[src/rtl/bus_master.sv]
// 68030-protocol bus initiator with dynamic bus sizing.
// A single client operand is split into one or more asynchronous bus cycles.
// Each cycle is sized by the responder's DSACK encoding, and the bytes are
// routed onto the data lanes the way the 68030 routes them.
module bus_master #(
  parameter int TIMEOUT_CLKS = 255,
  parameter int ADDR_W       = 28
) (
  input  logic              CLK,
  input  logic              nRST,
  input  logic              REQ,
  input  logic              REQ_RnW,
  input  logic [1:0]        REQ_SIZE,
  input  logic [ADDR_W-1:0] REQ_ADDR,
  input  logic [31:0]       REQ_WDATA,
  output logic              BUSY,
  output logic              DONE,
  output logic              ERR,
  output logic [31:0]       RDATA,
  output logic [ADDR_W-1:0] ADDR,
  output logic              SIZ1,
  output logic              SIZ0,
  output logic              RnW,
  output logic              nAS,
  output logic              nDS,
  output logic [31:0]       D_OUT,
  output logic              D_OE,
  input  logic [31:0]       D_IN,
  input  logic              nDSACK0,
  input  logic              nDSACK1,
  input  logic              nBERR
);

  typedef enum logic [2:0] {
    S_IDLE, S_ADR, S_STRB, S_WAIT, S_TERM, S_DONE
  } state_t;

  localparam logic [7:0] TMO = 8'(TIMEOUT_CLKS);

  // 68030 write lane routing: OP0 is the most significant remaining byte.
  function automatic logic [31:0] route(input logic [31:0] op, input logic [1:0] a);
    logic [7:0] b0, b1, b2, b3;
    logic [31:0] d;
    b0 = op[31:24];
    b1 = op[23:16];
    b2 = op[15:8];
    b3 = op[7:0];
    d[31:24] = b0;
    d[23:16] = a[0] ? b0 : b1;
    d[15:8]  = (a == 2'b10) ? b0 : (a == 2'b00) ? b2 : b1;
    d[7:0]   = (a == 2'b11) ? b0 : (a == 2'b10) ? b1 : (a == 2'b01) ? b2 : b3;
    return d;
  endfunction

  // Synchronised termination inputs: bit 0 nDSACK0, bit 1 nDSACK1, bit 2 nBERR
  logic [2:0] async_in, sync1_q, sync2_q;
  assign async_in = {nBERR, nDSACK1, nDSACK0};

  for (genvar i = 0; i < 3; i++) begin : g_sync
    // Two-flop synchroniser per asynchronous input; idles released (high).
    always_ff @(posedge CLK or negedge nRST) begin
      if (!nRST) begin
        sync1_q[i] <= 1'b1;
        sync2_q[i] <= 1'b1;
      end else begin
        sync1_q[i] <= async_in[i];
        sync2_q[i] <= sync1_q[i];
      end
    end
  end

  state_t              state_q, state_d;
  logic [2:0]          cnt_q, cnt_d;
  logic [ADDR_W-1:0]   a_q, a_d;
  logic [31:0]         op_q, op_d;
  logic                rnw_q, rnw_d;
  logic [31:0]         rbuf_q, rbuf_d;
  logic [1:0]          portsz_q, portsz_d;
  logic [7:0]          tmo_q, tmo_d;
  logic                err_q, err_d;
  logic                adv_q, adv_d;
  logic                busy_q, busy_d;
  logic                done_q, done_d;
  logic                errout_q, errout_d;
  logic [31:0]         rdata_q, rdata_d;
  logic [ADDR_W-1:0]   addr_q, addr_d;
  logic [1:0]          siz_q, siz_d;
  logic                rnwo_q, rnwo_d;
  logic                nas_q, nas_d;
  logic                nds_q, nds_d;
  logic                doe_q, doe_d;
  logic [31:0]         dout_q, dout_d;

  logic [2:0]          n;
  logic [31:0]         cap;
  logic                enter_adr, enter_done, term;

  // Bytes moved by the current cycle, from the latched port size.
  always_comb begin
    logic [2:0] room32, room16;
    room32 = 3'd4 - {1'b0, a_q[1:0]};
    room16 = 3'd2 - {2'b00, a_q[0]};
    case (portsz_q)
      2'b00:   n = (cnt_q < room32) ? cnt_q : room32;
      2'b01:   n = (cnt_q < room16) ? cnt_q : room16;
      default: n = 3'd1;
    endcase
  end

  // Read assembly: append the n bytes of this cycle in address order.
  always_comb begin
    logic [1:0] off, lane;
    cap = rbuf_q;
    for (int k = 0; k < 4; k++) begin
      off = a_q[1:0] + 2'(k);
      case (portsz_q)
        2'b00:   lane = 2'd3 - off;
        2'b01:   lane = 2'd3 - {1'b0, off[0]};
        default: lane = 2'd3;
      endcase
      if (3'(k) < n) cap = {cap[23:0], D_IN[{lane, 3'b000} +: 8]};
    end
  end

  // Next-state and output-register logic of the bus-cycle FSM.
  always_comb begin
    state_d  = state_q;
    cnt_d    = cnt_q;
    a_d      = a_q;
    op_d     = op_q;
    rnw_d    = rnw_q;
    rbuf_d   = rbuf_q;
    portsz_d = portsz_q;
    tmo_d    = tmo_q;
    err_d    = err_q;
    adv_d    = adv_q;
    busy_d   = busy_q;
    done_d   = 1'b0;
    errout_d = 1'b0;
    rdata_d  = rdata_q;
    addr_d   = addr_q;
    siz_d    = siz_q;
    rnwo_d   = rnwo_q;
    nas_d    = nas_q;
    nds_d    = nds_q;
    doe_d    = doe_q;
    dout_d   = dout_q;
    enter_adr  = 1'b0;
    enter_done = 1'b0;
    term       = 1'b0;

    case (state_q)
      S_IDLE: begin
        if (REQ) begin
          a_d    = REQ_ADDR;
          rnw_d  = REQ_RnW;
          rbuf_d = '0;
          err_d  = 1'b0;
          busy_d = 1'b1;
          // Left-align the right-justified operand so OP0 is the first byte out.
          case (REQ_SIZE)
            2'b01:   begin cnt_d = 3'd1; op_d = {REQ_WDATA[7:0],  24'h0}; end
            2'b10:   begin cnt_d = 3'd2; op_d = {REQ_WDATA[15:0], 16'h0}; end
            2'b11:   begin cnt_d = 3'd3; op_d = {REQ_WDATA[23:0],  8'h0}; end
            default: begin cnt_d = 3'd4; op_d = REQ_WDATA;               end
          endcase
          state_d   = S_ADR;
          enter_adr = 1'b1;
        end
      end
      S_ADR: begin
        nas_d   = 1'b0;
        nds_d   = ~rnw_q;  // reads strobe data together with the address
        tmo_d   = '0;
        state_d = S_STRB;
      end
      S_STRB: begin
        nds_d   = 1'b0;
        state_d = S_WAIT;
      end
      S_WAIT: begin
        term = 1'b1;
        if (!sync2_q[2]) begin
          err_d = 1'b1;  // bus error wins over a simultaneous DSACK
        end else if (!sync2_q[0] || !sync2_q[1]) begin
          portsz_d = sync2_q[1:0];
        end else if (tmo_q == TMO) begin
          err_d = 1'b1;
        end else begin
          term  = 1'b0;
          tmo_d = tmo_q + 8'd1;
        end
        if (term) begin
          state_d = S_TERM;
          nas_d   = 1'b1;
          nds_d   = 1'b1;
          doe_d   = 1'b0;
          adv_d   = 1'b0;
        end
      end
      S_TERM: begin
        if (!adv_q) begin
          // First TERM clock: account for the bytes this cycle moved.
          adv_d = 1'b1;
          if (err_q) begin
            enter_done = 1'b1;
          end else begin
            if (rnw_q) rbuf_d = cap;
            a_d   = a_q + ADDR_W'(n);
            cnt_d = cnt_q - n;
            op_d  = op_q << {n, 3'b000};
            if (cnt_q == n) enter_done = 1'b1;
          end
        end else if (sync2_q[1:0] == 2'b11) begin
          // Responder has released DSACK; start the next piece.
          state_d   = S_ADR;
          enter_adr = 1'b1;
        end
      end
      S_DONE: state_d = S_IDLE;
      default: state_d = S_IDLE;
    endcase

    if (enter_adr) begin
      addr_d = a_d;
      siz_d  = cnt_d[1:0];
      rnwo_d = rnw_d;
      doe_d  = ~rnw_d;
      dout_d = rnw_d ? 32'h0 : route(op_d, a_d[1:0]);
    end

    if (enter_done) begin
      state_d  = S_DONE;
      done_d   = 1'b1;
      errout_d = err_q;
      busy_d   = 1'b0;
      rdata_d  = rbuf_d;
      rnwo_d   = 1'b1;
    end
  end

  // State and bus-output registers; reset drops the strobes at once.
  always_ff @(posedge CLK or negedge nRST) begin
    if (!nRST) begin
      state_q  <= S_IDLE;
      cnt_q    <= '0;
      a_q      <= '0;
      op_q     <= '0;
      rnw_q    <= 1'b1;
      rbuf_q   <= '0;
      portsz_q <= 2'b11;
      tmo_q    <= '0;
      err_q    <= 1'b0;
      adv_q    <= 1'b0;
      busy_q   <= 1'b0;
      done_q   <= 1'b0;
      errout_q <= 1'b0;
      rdata_q  <= '0;
      addr_q   <= '0;
      siz_q    <= 2'b00;
      rnwo_q   <= 1'b1;
      nas_q    <= 1'b1;
      nds_q    <= 1'b1;
      doe_q    <= 1'b0;
      dout_q   <= '0;
    end else begin
      state_q  <= state_d;
      cnt_q    <= cnt_d;
      a_q      <= a_d;
      op_q     <= op_d;
      rnw_q    <= rnw_d;
      rbuf_q   <= rbuf_d;
      portsz_q <= portsz_d;
      tmo_q    <= tmo_d;
      err_q    <= err_d;
      adv_q    <= adv_d;
      busy_q   <= busy_d;
      done_q   <= done_d;
      errout_q <= errout_d;
      rdata_q  <= rdata_d;
      addr_q   <= addr_d;
      siz_q    <= siz_d;
      rnwo_q   <= rnwo_d;
      nas_q    <= nas_d;
      nds_q    <= nds_d;
      doe_q    <= doe_d;
      dout_q   <= dout_d;
    end
  end

  assign BUSY  = busy_q;
  assign DONE  = done_q;
  assign ERR   = errout_q;
  assign RDATA = rdata_q;
  assign ADDR  = addr_q;
  assign SIZ1  = siz_q[1];
  assign SIZ0  = siz_q[0];
  assign RnW   = rnwo_q;
  assign nAS   = nas_q;
  assign nDS   = nds_q;
  assign D_OUT = dout_q;
  assign D_OE  = doe_q;

endmodule

[config.mk]
export PLATFORM = sky130hd
export DESIGN_NAME = bus_master
export DESIGN_NICKNAME = d
export VERILOG_FILES = /design/src/rtl/bus_master.sv
export SDC_FILE = /design/constraint.sdc
export NUM_CORES = 1
export LEC_CHECK = 0
export CAP_MARGIN = 15
export CORE_UTILIZATION = 40
export CTS_CLUSTER_DIAMETER = 60
export DETAILED_ROUTE_END_ITERATION = 12
export GPL_TIMING_DRIVEN = 0
export HOLD_SLACK_MARGIN = 0.08
export PLACE_DENSITY = 0.72
export SETUP_SLACK_MARGIN = 0.1
export SYNTH_ARGS = -nofsm -noshare
export SYNTH_HDL_FRONTEND = slang
export SYNTH_SLANG_ARGS = --single-unit
[constraint.sdc]
create_clock -name CLK -period 5.6 [get_ports CLK]
set_input_delay 1.68 -clock CLK [delete_from_list [all_inputs] [get_ports CLK]]
set_output_delay 1.68 -clock CLK [all_outputs]
set_load 0.05 [all_outputs]
==> Word-level counts from Yosys, hierarchy flattened <==
Cells that the tools add are included.
{ "word_totals": {"regBits": 218, "elab_cells": 190, "inputBits": 101, "out_inout_bits": 101} }
{ "op_classes": {"n_eq_ne": 27, "n_reduce_logical": 26, "bitwise_logic": 2, "shifts": 5, "addsub": 16, "mux": 80, "order_cmp": 6} }
{ "op_table": {"columns": ["op", "n"], "rows": [
  ["32-bit 2-to-1 mux", 12],
  ["32-bit case mux with 2 select lines", 2],
  ["32-bit by 6-bit indexed part select with 8-bit output", 4],
  ["32-bit case mux with 3 select lines", 1],
  ["28-bit 2-to-1 mux", 3],
  ["8-bit 2-to-1 mux", 9],
  ["28-bit case mux with 2 select lines", 1],
  ["32-bit by 6-bit << shifter with 32-bit output", 1],
  ["3-bit 2-to-1 mux", 10],
  ["28-bit by 3-bit adder with 28-bit output", 1],
  ["1-bit 2-to-1 mux", 28],
  ["3-bit inequality test, second input constant", 6],
  ["2-bit nonzero test", 9],
  ["2-bit case mux with 2 select lines", 4],
  ["8-bit case mux with 2 select lines", 1],
  ["4-bit AND reduction", 4],
  ["3-bit case mux with 5 select lines", 1],
  ["2-bit inequality test, second input constant", 7],
  ["3-bit case mux with 2 select lines", 2],
  ["2-bit == test, second input constant", 5],
  ["2-bit AND reduction", 5],
  ["3-bit case mux with 3 select lines", 1],
  ["8-bit by 1-bit adder with 8-bit output, second input constant", 1],
  ["8-bit == test, second input constant", 1],
  ["other kinds (24)", 43]
]} }

==> Depth between registers and ports, before layout <==
{ "depth": {"ltp_word": 13, "mapped_depth": 21, "ltp_nobuf": 18} }

==> Worst setup path before layout <==
Ideal clock, no wire load.
{ "synth_timing": {"kind": "flip-flop to flip-flop", "from": "reg a_q[0]", "to": "reg addr_q[24], in the netlist ADDR[24]", "slack_ns": 1.240, "setup_ns": 0.125, "arrival_ns": 4.236, "period_less_slack_ns": 4.360, "path_buffers": 2, "path_stages_with_launch": 19, "required_ns": 5.475, "cell_sequence": "dfrtp_1 inv_1 ha_1 inv_1 ha_1 or3b_1 nand3_1 o31ai_4 inv_2 clkbuf_1 clkbuf_1 ha_1 a21oi_1 or2_2 nor4_1 nand3_1 mux2i_1 a21oi_1 mux2_2"} }
{ "synth_between": {"elab_chain_cells": 8, "elab_cells_between_ends": 11, "classes_between": "add/sub: 3; order compare: 2; mux: 6"} }
{ "synth_lines": {"columns": ["element", "line_no", "text"], "rows": [
  ["from (decl)", "74", "logic [ADDR_W-1:0] a_q, a_d;"],
  ["from (signal assigned)", "247", "a_q <= '0;"],
  ["from (signal assigned)", "269", "a_q <= a_d;"],
  ["3-bit by 2-bit subtractor with 3-bit output / 2-bit by 1-bit subtractor with 3-bit output (equally long branches)", "101, 102", null],
  ["3-bit < comparator (on tied branches)", "104, 105", null],
  ["3-bit 2-to-1 mux (on tied branches)", "104, 105", null],
  ["3-bit case mux with 2 select lines", "103", "case (portsz_q)"],
  ["28-bit by 3-bit adder with 28-bit output *", "209", "a_d = a_q + ADDR_W'(n);"],
  ["28-bit 2-to-1 mux *", "205", "if (err_q) begin"],
  ["28-bit 2-to-1 mux *", "202", "if (!adv_q) begin"],
  ["28-bit case mux with 2 select lines *", "152", "case (state_q)"],
  ["via a_d[24]", "74", null],
  ["to (signal assigned)", "281", "addr_q <= addr_d;"],
  ["to (decl)", "86", "logic [ADDR_W-1:0] addr_q, addr_d;"]
]} }
Mark *: on every way through the listed nets, which the timed path passes. The rest lies on a longest branch.
A chain may end at the register's enable or synchronous reset.

==> Final worst setup path <==
{ "layout_timing": {"from": "reg a_q[0]", "to": "reg dout_q[13], in the netlist D_OUT[13]"} }
{ "layout_between": {"elab_chain_cells": 12, "elab_cells_between_ends": 21, "classes_between": "add/sub: 3; order compare: 2; eq/ne: 1; shift: 1; mux: 13; reduce/logical: 1"} }
{ "layout_lines": {"columns": ["element", "line_no", "text"], "rows": [
  ["3-bit by 2-bit subtractor with 3-bit output / 2-bit by 1-bit subtractor with 3-bit output (equally long branches)", "101, 102", null],
  ["3-bit < comparator (on tied branches)", "104, 105", null],
  ["3-bit 2-to-1 mux (on tied branches)", "104, 105", null],
  ["3-bit case mux with 2 select lines", "103", null],
  ["28-bit by 3-bit adder with 28-bit output", "209", null],
  ["28-bit 2-to-1 mux", "205", null],
  ["28-bit 2-to-1 mux", "202", null],
  ["28-bit case mux with 2 select lines", "152", null],
  ["2-bit zero test", "50", "d[15:8] = (a == 2'b10) ? b0 : (a == 2'b00) ? b2 : b1;"],
  ["8-bit 2-to-1 mux", "50", null],
  ["8-bit 2-to-1 mux *", "50", null],
  ["32-bit 2-to-1 mux *", "229", "dout_d = rnw_d ? 32'h0 : route(op_d, a_d[1:0]);"],
  ["to (signal assigned)", "287", "dout_q <= dout_d;"],
  ["to (decl)", "92", "logic [31:0] dout_q, dout_d;"]
]} }
Every way passes the cells marked *; elsewhere a longest branch is shown, timed or not.

==> impl_results.rst <==
.. list-table::
   :header-rows: 1

   * - Metric
     - Value
   * - Number of global-route vias before repair
     - around 12000
   * - Number of distinct library cells after synthesis
     - between 80 and 90
   * - Layout area overhead
     - 27.6%
   * - Sum of negative setup slack
     - 0 ns
   * - Sequential cell area fraction in the yosys report
     - a little over two fifths
   * - Share of the clock period used by the worst path after layout
     - 91.3%
   * - Detailed router's first-iteration violation count
     - 1229
   * - Area of the core region
     - ~31000 um2
   * - Detailed Place HPWL
     - ~33000 um
   * - Kind of start point of the critical path
     - flop
   * - I/O pins
     - 202
   * - Result of the run
     - finished, violations left
   * - Met3 routing resource usage after global routing
     - under 10%
   * - # setup viols final
     - 0
   * - Post-synth top cells
     - sky130_fd_sc_hd__nand2_1, sky130_fd_sc_hd__dfrtp_1, sky130_fd_sc_hd__nor2_1
   * - Layout filler cell count
     - roughly 2800
   * - Worst-path maximum fanout
     - 11
   * - Max-slew violation count
     - 0
   * - Layout Skew
     - 0.00844 ns
   * - Total Routing Usage GR
     - between 20% and 30%
   * - Power density over the cells
     - 691 nW/um2
   * - Max Clock Freq
     - a little under 200 MHz
   * - Antenna-violating nets left
     - 0
   * - Die footprint
     - about 32000 um2
   * - Max IR drop VDD
     - between 0.4 and 0.5 mV
   * - Worst relative slew slack
     - roughly 17%
   * - Largest net degree at the start of global routing
     - 123
   * - Detailed Routing Iterations Pass 1
     - 9
   * - Height of the chip
     - 180 um
   * - Top cell type's share of synthesized area
     - between 40% and 50%
   * - Most congested layer reported by global routing
     - met2
   * - Post-route design area
     - 16200 um2
   * - Fraction of synthesized cell area in xor and xnor cells
     - less than 1%
   * - Least-Margin Pin Slew
     - between 1 and 1.5 ns
   * - Adder-cell share of the synthesized area
     - under 10%
   * - Number of rows created at floorplan
     - between 60 and 70
   * - Met1 track utilization from global routing
     - about 36%
   * - Depth of the CTS H-tree
     - 1
   * - Max Root-Sink Buffers
     - 3
   * - Total of hold buffers inserted after clock tree synthesis
     - 0
   * - Area fraction in compound gates after synthesis
     - 19.3%
   * - Top area cells in the synthesized netlist
     - sky130_fd_sc_hd__dfrtp_1, sky130_fd_sc_hd__mux4_2, sky130_fd_sc_hd__nand2_1
   * - Die boundary width
     - 180 um
   * - Unrepaired setup endpoints after global routing
     - false
   * - Final weighted congestion in routability-driven placement
     - around 0.97
   * - Vias per inst
     - between 6 and 7
   * - Global-route wire length before repair
     - 70400 um
   * - Fraction of met2 tracks used by global routing
     - 44.0%
   * - CTS tree
     - built
   * - Number of antenna violations at the first check in global routing
     - 2
   * - Cell accounting for the most synthesized area
     - sky130_fd_sc_hd__dfrtp_1
   * - WL/cell
     - roughly 23 um
   * - Remaining DRCs
     - 16
   * - Count of warnings emitted by yosys
     - 0
   * - Type of the worst setup path
     - flop to flop
   * - Type of the worst min-delay path
     - flop to flop
   * - Remaining Overflow, GRT
     - 0
   * - Source-to-sink clock delay at the later pin of the worst-skew pair
     - 0.54 ns
   * - IO Port Bufs
     - between 150 and 200
   * - Time the worst path needs with I/O delays and setup
     - 5.11 ns
   * - Number of flops mapped to enable cells by yosys
     - 0
   * - Leakage Power
     - a little under 7 nW
   * - CP required
     - between 6 and 7 ns
   * - Total length of routed wires
     - between 40000 and 50000 um
   * - Cell area after synthesis
     - approximately 13000 um2
   * - Share of async-settable or async-resettable flops after synthesis
     - 100%
   * - Clk sinks
     - 218
   * - Ratio of cells with drive above 1 in the final layout
     - 14.0%
   * - Library cell used as clock root buffer
     - sky130_fd_sc_hd__clkbuf_16
   * - Total Nets Final
     - 1645
   * - Number of synthesized register bits
     - about 220
   * - Post-Synthesis Mean Instance Area
     - approximately 9.7 um2
   * - Max cap viols
     - 0
   * - Violated checks
     - DRC
   * - Standard cell area after detailed placement
     - 15200 um2
   * - Main combinational cell family by area after synthesis
     - compound AO/OA/AOI/OAI gates
   * - Initial Util
     - 41.1%
   * - Total CTS buffers
     - 27
   * - Element type at the critical path end
     - flop
   * - Count leader, synth
     - sky130_fd_sc_hd__nand2_1
   * - Net count after synthesis
     - around 1400
   * - Synthesized instance count
     - around 1300
   * - Dominant register cell in the synthesized netlist
     - sky130_fd_sc_hd__dfrtp_1
   * - Share of synthesized area spent on multiplexers
     - between 10% and 20%
   * - Final Hold Vio Count
     - 0
   * - Count of vias placed by the detailed router
     - roughly 12000
   * - Data arrival at the endpoint of the critical path
     - roughly 5.5 ns
   * - Simple-gate portion of the synthesized area
     - ~17%
   * - Clock slew seen by the registers of the worst setup and hold paths
     - ~0.060 ns
-- where the power goes --
| group | switching (W) | total (W) | leakage [nW] | internal [W] |
|---|---|---|---|---|
| Combinational | 0.00432 | 0.00660 | 3.55 | 0.00228 |
| Sequential | 0.000521 | 0.00273 | 2.77 | 0.00220 |
| Clock | 0.000725 | 0.00184 | 0.462 | 0.00112 |
| Total | 0.00557 | 0.0112 | 6.78 | 0.00560 |
-- flip-flops by register name (all words and copies together) (netlist names), 2 cells and up --
signal    count
D_OUT        32
RDATA        32
op_q         32
rbuf_q       32
ADDR         28
a_q          28
tmo_q         8
cnt_q         3
state_q       3
sync1_q       3
sync2_q       3
portsz_q      2
siz_q         2
-- layer usage --
metal,vias up,wire length [um]
met5,-,13
met4,2,1690
met3,130,4460
met2,707,20600
met1,5927,18100
li1,5325,-
-- through the flow --
stage                     cells  setup WS, ns  hold slack, ns  power (W)  util (%)
after floorplan            1301          1.24           0.345    0.00699         -
after CTS                  1948         0.225           0.355     0.0111      52.3
after global routing       1950         0.148           0.360     0.0117      52.4
after detailed placement   1898        -0.137           0.347    0.00918      49.2
after global placement     1895         -6.44           0.348    0.00907      49.1
final                      1951         0.489           0.355     0.0112      52.4
-- cell type report --
cell class                      instances  area [um2]  area share [%]
Multi-Input combinational cell        978        6730            41.6
Sequential cell                       218        5470            33.8
Timing Repair Buffer                  204        2050            12.7
Clock buffer                           33         728            4.51
Tap cell                              396         495            3.07
Buffer                                 80         388            2.40
Clock inverter                         17         211            1.31
Inverter                               24        91.3           0.565
Antenna cell                            1        2.50          0.0155
-- timing repair --
action,in CTS,in global routing
gates resized for setup,3,2
hold endpoints to repair,0,0
buffers inserted,0,3
pin swaps,0,1
setup endpoints to repair,17,18
-- critical path: stages (launching register included) --
cell and delay, ns:
sky130_fd_sc_hd__dfrtp_1 0.45, sky130_fd_sc_hd__inv_1 0.25, sky130_fd_sc_hd__ha_1 0.26, sky130_fd_sc_hd__inv_1 0.06
sky130_fd_sc_hd__ha_1 0.37, sky130_fd_sc_hd__nand3b_1 0.10, sky130_fd_sc_hd__a31oi_1 0.31, sky130_fd_sc_hd__a211oi_4 0.14
sky130_fd_sc_hd__inv_2 0.12, sky130_fd_sc_hd__buf_4 0.21, sky130_fd_sc_hd__buf_6 0.20, sky130_fd_sc_hd__buf_2 0.33
sky130_fd_sc_hd__ha_1 0.25, sky130_fd_sc_hd__fa_1 0.42, sky130_fd_sc_hd__a22oi_1 0.21, sky130_fd_sc_hd__a21boi_2 0.40
sky130_fd_sc_hd__nor2_1 0.22, sky130_fd_sc_hd__nand2_1 0.27, sky130_fd_sc_hd__o22ai_1 0.13, sky130_fd_sc_hd__a221o_1 0.28
-- placed cells by master (no fill, tap or decap), drive strengths merged, types with 9 or more instances in the layout --
| cell type | netlist | final |
|---|---|---|
| nand2 | 211 | 211 |
| dfrtp | 206 | 206 |
| clkdlybuf4s50 | 0 | 197 |
| nor2 | 96 | 96 |
| o21ai | 89 | 89 |
| a21oi | 79 | 79 |
| clkbuf | 45 | 77 |
| nand3 | 64 | 64 |
| mux2i | 47 | 47 |
| mux2 | 47 | 47 |
| buf | 36 | 43 |
| mux4 | 40 | 40 |
| a22oi | 29 | 29 |
| inv | 23 | 27 |
| o22ai | 24 | 24 |
| a22o | 21 | 21 |
| a31oi | 19 | 19 |
| a221o | 17 | 17 |
| and3 | 16 | 16 |
| nor3 | 14 | 14 |
| a221oi | 14 | 14 |
| dfstp | 12 | 12 |
| nand4 | 11 | 11 |
| and2 | 11 | 11 |
| o221ai | 9 | 9 |
| ha | 9 | 9 |
-- final timing paths --
check | startpoint | to | slack [ns] | cells past startpoint
max in group asynchronous | nRST | rbuf_q[27] | 3.36 | 2
setup reg to reg | a_q[0] | D_OUT[13] | 0.49 | 19
setup / recovery | a_q[0] | D_OUT[13] | 0.49 | 19
min in group asynchronous | nRST | ADDR[24] | 1.16 | 1
hold reg to reg | sync1_q[1] | sync2_q[1] | 0.35 | 0
hold / removal | sync1_q[1] | sync2_q[1] | 0.35 | 0
-- logic make-up after synthesis --
logic type	Yosys count
muxes	134
and+or+nand+nor	464
AOI/OAI and AO/OA	358
adders and majority gates	11
xor gates and xnor gates	11
DFF	218
buffers and inverters	105
Note: power is estimated with default switching activity, not from simulation.
